### config.mk
export PLATFORM = sky130hd
export DESIGN_NAME = sobel_window_generator
export DESIGN_NICKNAME = d
export VERILOG_FILES = /design/src/rtl/sobel_window_generator.sv
export SDC_FILE = /design/constraint.sdc
export NUM_CORES = 1
export LEC_CHECK = 0
export ABC_AREA = 0
export CORE_UTILIZATION = 35
export CTS_CLUSTER_SIZE = 20
export DETAILED_ROUTE_END_ITERATION = 8
export GPL_TIMING_DRIVEN = 0
export PLACE_DENSITY = 0.57
export RECOVER_POWER = 25
export SYNTH_ARGS = -nofsm -noshare
export SYNTH_HDL_FRONTEND = slang
export SYNTH_SLANG_ARGS = --single-unit
export TNS_END_PERCENT = 100
### constraint.sdc
create_clock -name clk -period 5.45 [get_ports clk]
set_clock_uncertainty 0.15 [all_clocks]
set_input_delay 1.09 -clock clk [delete_from_list [all_inputs] [get_ports clk]]
set_output_delay 1.09 -clock clk [all_outputs]
set_load 0.05 [all_outputs]
### src/rtl/sobel_window_generator.sv
// sobel_window_generator: raster pixel stream to 3x3 neighbourhoods
// two line buffers, two held columns, single registered window slot
module sobel_window_generator #(
  parameter int IMG_WIDTH  = 64,
  parameter int IMG_HEIGHT = 64
) (
  input  logic        clk,
  input  logic        rst_n,
  input  logic        clear,
  input  logic        pix_valid,
  input  logic [7:0]  pix_data,
  output logic        pix_ready,
  input  logic        win_ready,
  output logic        win_valid,
  output logic [71:0] pixels_3x3,
  output logic        win_last,
  output logic        frame_done,
  output logic        busy
);

  localparam int CW = $clog2(IMG_WIDTH);
  localparam int RW = $clog2(IMG_HEIGHT);
  localparam logic [CW-1:0] COL_MAX = CW'(IMG_WIDTH - 1);
  localparam logic [RW-1:0] ROW_MAX = RW'(IMG_HEIGHT - 1);
  localparam logic [CW-1:0] COL_TWO = CW'(2);
  localparam logic [RW-1:0] ROW_TWO = RW'(2);

  logic [CW-1:0] col_q, col_d;
  logic [RW-1:0] row_q, row_d;
  logic          win_valid_q, win_valid_d;
  logic          win_last_q, win_last_d;
  logic          frame_done_q, frame_done_d;
  logic          busy_q, busy_d;
  logic [71:0]   pixels_q, pixels_d;

  logic [7:0]    lb0_q [IMG_WIDTH];
  logic [7:0]    lb1_q [IMG_WIDTH];

  // Columns col-2 and col-1 as {row-2, row-1, row}; the new column
  // completes the 3x3 array straight into the output register.
  logic [23:0]   sa0_q, sa0_d;
  logic [23:0]   sa1_q, sa1_d;

  logic          accept;
  logic          handshake;
  logic          interior;
  logic [23:0]   new_col;

  // Handshake, counters, window formation and frame status
  always_comb begin
    pix_ready = !win_valid_q || win_ready;
    accept    = pix_valid && pix_ready;
    handshake = win_valid_q && win_ready;
    interior  = (row_q >= ROW_TWO) && (col_q >= COL_TWO);
    new_col   = {lb1_q[col_q], lb0_q[col_q], pix_data};

    col_d        = col_q;
    row_d        = row_q;
    sa0_d        = sa0_q;
    sa1_d        = sa1_q;
    win_valid_d  = win_valid_q;
    win_last_d   = win_last_q;
    pixels_d     = pixels_q;
    frame_done_d = handshake && win_last_q;
    busy_d       = busy_q;

    if (handshake) begin
      win_valid_d = 1'b0;
      win_last_d  = 1'b0;
    end
    if (frame_done_d) begin
      busy_d = 1'b0;
    end

    if (accept) begin
      busy_d = 1'b1;
      sa0_d  = sa1_q;
      sa1_d  = new_col;
      if (col_q == COL_MAX) begin
        col_d = '0;
        if (row_q == ROW_MAX) begin
          row_d = '0;
        end else begin
          row_d = row_q + 1'b1;
        end
      end else begin
        col_d = col_q + 1'b1;
      end
      if (interior) begin
        win_valid_d = 1'b1;
        win_last_d  = (row_q == ROW_MAX) && (col_q == COL_MAX);
        pixels_d    = {sa0_q[23:16], sa1_q[23:16], new_col[23:16],
                       sa0_q[15:8],  sa1_q[15:8],  new_col[15:8],
                       sa0_q[7:0],   sa1_q[7:0],   new_col[7:0]};
      end
    end

    if (clear) begin
      col_d        = '0;
      row_d        = '0;
      win_valid_d  = 1'b0;
      win_last_d   = 1'b0;
      frame_done_d = 1'b0;
      busy_d       = 1'b0;
      pixels_d     = '0;
    end
  end

  // Control and output registers with synchronous reset
  always_ff @(posedge clk) begin
    if (!rst_n) begin
      col_q        <= '0;
      row_q        <= '0;
      win_valid_q  <= 1'b0;
      win_last_q   <= 1'b0;
      frame_done_q <= 1'b0;
      busy_q       <= 1'b0;
      pixels_q     <= '0;
    end else begin
      col_q        <= col_d;
      row_q        <= row_d;
      win_valid_q  <= win_valid_d;
      win_last_q   <= win_last_d;
      frame_done_q <= frame_done_d;
      busy_q       <= busy_d;
      pixels_q     <= pixels_d;
    end
  end

  // Shift columns hold pure data; stale columns are masked by col>=2
  always_ff @(posedge clk) begin
    sa0_q <= sa0_d;
    sa1_q <= sa1_d;
  end

  // Line buffers: lb0 holds row-1, lb1 holds row-2 at each column
  always_ff @(posedge clk) begin
    if (accept) begin
      lb1_q[col_q] <= lb0_q[col_q];
      lb0_q[col_q] <= pix_data;
    end
  end

  assign win_valid  = win_valid_q;
  assign win_last   = win_last_q;
  assign pixels_3x3 = pixels_q;
  assign frame_done = frame_done_q;
  assign busy       = busy_q;

endmodule

==> results.yml <==
critical_path:
  path_cells: "dlygate4sd3_1, nand2b_1, and2_0, clkbuf_2, nand3_1, nor2_2, buf_8"
  cp.required_ns: 5.69
  critPathMaxStageDelay_ns: 0.85
  endpoint_kind: "flop"
  path_class: "input pin to flop"
  worstPathArrival_ns: 4.85
  worstSetupStartpointType: "input pin"
  crit_slowest_cell: "nand3_1"
  worstPathMaxFanout: 32
logic_synthesis:
  yosys.area_share.simple: 0.0284
  synth_compound_area_frac: 0.0315
  syn_inst: 2168
  synth_cell_type_count: 45
  syn-cell-area_um2: 44200
  syn_nets: 2185
  synth.area.mux_share: 0.152
  synthAdderAreaFrac: 0.00113
  synth-xor-area-share: 0.00159
  synth_top_family_by_area: "multiplexers"
  synth.avg_cell_area_um2: 20.4
  ys_seq_area_frac: 0.772
  yosysWarnings: 0
  synth_seq_cells: 1166
routing:
  antenna_left: 0
  drc_errors: 0
  wl_per_cell_um: 27.0
  first_iter_violations: 2465
  via_per_inst: 5.36
  drt-pass1-iter-count: 5
  finalWirelength_um: 113000
  vias: 22500
clock_network:
  numCtsBuffers: 113
  ctsResizeCount: 0
  clk_pin_slew_ns: 0.06
  ctsLongestPathBuffers: 3
  htreeDepth: 3
  clock_tree.root_cell: "clkbuf_16"
  cts_tree: "built"
  clk_latency_ns: 0.70
  hold_buffers: 0
  post-cts-setup-buffer-count: 0
  clkSinkCount: 1166
global_routing:
  grtUsageTotal: 0.176
  grt_pass1_wl_um: 161000
  grt_start_max_net_pins: 67
  grt_pass1_vias: 22800
  grt_overflow_total: 0
  antenna_found_initial: 6
run_status:
  status: "finished, violations left"
  violations: "capacitance limit, slew limit"
floorplanning:
  die_y_um: 357
  num_io_pins: 90
  fp-row-count: 129
  core_um2: 124000
  start_util: 0.355
  die_x_um: 357
  die_area_um2: 128000
timing:
  holdWs_ns: 0.289
  tns_ns: 0
  relSlewSlack: -1.70
  max_freq_mhz: 217
  rsz0062_at_grt: "no"
  tightest_slew_ns: 4.05
  finalHoldViolCount: 0
  setup_violations: 0
  drv_slew: 455
  period_needed_ns: 4.61
  min_period_over_period: 0.845
power_and_ir_drop:
  ir_drop_mv: 0.239
  leakage_nw: 15.8
  power.density_nw_per_um2: 355
  pwr-share-comb: 0.035
  clock_power_share: 0.433
  p_switching_w: 0.00378
  switching_share: 0.203
  p_int_w: 0.0148
  seqPwrFrac: 0.531
place:
  gp_congestion: 0.875
  io_buffer_count: 89
  dpl.hpwl_um: 78200
layout:
  nets: 2469
  drive_gt1_frac: 0.254
  area_delta_synth_final_pct: 18.6
min_path:
  hp-class: "flop to flop"
flow_run:
  maxCapViolations: 12
==> registers in the layout, summed over array words and instances, names as in the netlist, named ones only <==
| name | flops |
|---|---|
| frame_done | 1 |
| row_q | 6 |
| lb0_q | 512 |
| sa1_q | 24 |
| win_valid | 1 |
| busy | 1 |
| pixels_3x3 | 72 |
| col_q | 6 |
| lb1_q | 512 |
| sa0_q | 24 |
| win_last | 1 |
==> logic make-up after synthesis <==
| logic type | count (synthesis) |
|---|---|
| xor+xnor | 8 |
| buf+inv | 128 |
| mux | 374 |
| fa+ha+maj | 4 |
| simple gates | 282 |
| compound gates | 206 |
| flops | 1166 |
==> power by group through the flow <==
stage | logic (W) | clock network (W) | registers [W]
3_5_place_dp | 0.000675 | 0 | 0.0101
3_3_place_gp | 0.000608 | 0 | 0.0101
4_1_cts | 0.000677 | 0.00820 | 0.00989
6_report | 0.000658 | 0.00807 | 0.00989
2_1_floorplan | 0.000317 | 0 | 0.0101
5_1_grt | 0.000690 | 0.00853 | 0.00989
==> cell usage in the layout, fill, tap and decap left out, types with 61 or more instances in the layout <==
cell type | Yosys | layout
a21oi_1 | 72 | 72
clkbuf_1 | 53 | 88
clkbuf_16 | 0 | 121
clkdlybuf4s50_1 | 0 | 79
dfxtp_1 | 94 | 94
edfxtp_1 | 1072 | 1072
mux2i_1 | 127 | 127
mux4_2 | 238 | 238
nand2_1 | 127 | 127
nor2_2 | 1 | 61
==> worst max-delay path: cells and delay by family <==
kind | cells | cell delay, ns
AND/OR/NAND/NOR | 4 | 2.21
buffers and inverters | 3 | 1.53
==> metal layers <==
metal / vias to the layer above / track usage / part of all wire
met4: 6 / 0.0581 / 0.030
met3: 161 / 0.0379 / 0.077
met5: - / 0 / 0.00023
met1: 11900 / 0.239 / 0.42
met2: 919 / 0.284 / 0.47
li1: 9461 / - / -
==> final cells by class <==
type	count	area [um^2]
flip-flops and latches	1166	34100
fillers	10700	72100
clock buffers	157	3310
repair buffers	169	2080
multi-input cells	874	9660
plain buffers	123	572
clock inverters	58	617
inverters	5	18.8
diodes	1	2.50
well taps	1637	2050
==> stage by stage <==
step	std cells	total power, W	util	cell area, um^2	worst slack (ns)
2_1_floorplan	2168	0.0104	-	44200	0.183
3_3_place_gp	3894	0.0107	0.378	47100	-2.60
3_5_place_dp	3974	0.0108	0.391	48600	0.330
4_1_cts	4189	0.0188	0.422	52500	0.874
5_1_grt	4189	0.0191	0.421	52400	0.767
6_report	4190	0.0186	0.421	52400	0.845
==> worst paths after layout <==
| check | from | to | slack [ns] | cells past startpoint |
|---|---|---|---|---|
| setup / recovery | win_ready | lb0_q[53][6] | 0.84 | 7 |
| hold / removal | sa1_q[5] | sa0_q[5] | 0.29 | 0 |
| setup reg to reg | flop | lb1_q[4][0] | 0.88 | 8 |
| hold reg to reg | sa1_q[5] | sa0_q[5] | 0.29 | 0 |
==> cell usage after synthesis <==
cell / instances / area (um^2)
o21a_1: 1 / 7.51
nor2_2: 1 / 6.26
a31o_1: 9 / 78.8
xnor2_1: 3 / 26.3
nor2b_1: 9 / 56.3
nor3_1: 3 / 15.0
or3_1: 3 / 18.8
o21ai_0: 10 / 50.1
nor2_1: 82 / 308
dfxtp_1: 94 / 1880
a22o_1: 6 / 52.6
a31oi_1: 1 / 6.26
mux4_2: 238 / 5360
nand3b_1: 4 / 30.0
nand4_1: 5 / 31.3
xor2_1: 5 / 43.8
a21oi_1: 72 / 360
buf_2: 51 / 255
o21ba_2: 6 / 60.1
mux2_2: 9 / 101
nor4b_2: 1 / 15.0
a31o_2: 10 / 87.6
edfxtp_1: 1072 / 32200
a221oi_1: 2 / 17.5
nor4_1: 1 / 6.26
nand3_1: 9 / 45.0
or2_2: 1 / 6.26
o221ai_1: 5 / 43.8
o22ai_1: 23 / 144
buf_1: 9 / 33.8
nand2_1: 127 / 477
ha_1: 4 / 50.1
clkbuf_1: 53 / 199
mux2i_1: 127 / 1270
and2_1: 6 / 37.5
a211oi_1: 9 / 67.6
or3b_2: 5 / 43.8
buf_4: 8 / 60.1
o32a_1: 9 / 90.1
and3_1: 21 / 131
a22oi_1: 43 / 323
or4_1: 1 / 7.51
inv_1: 5 / 18.8
buf_6: 2 / 22.5
nand2b_1: 3 / 18.8
(Power assumes the default switching activity.)
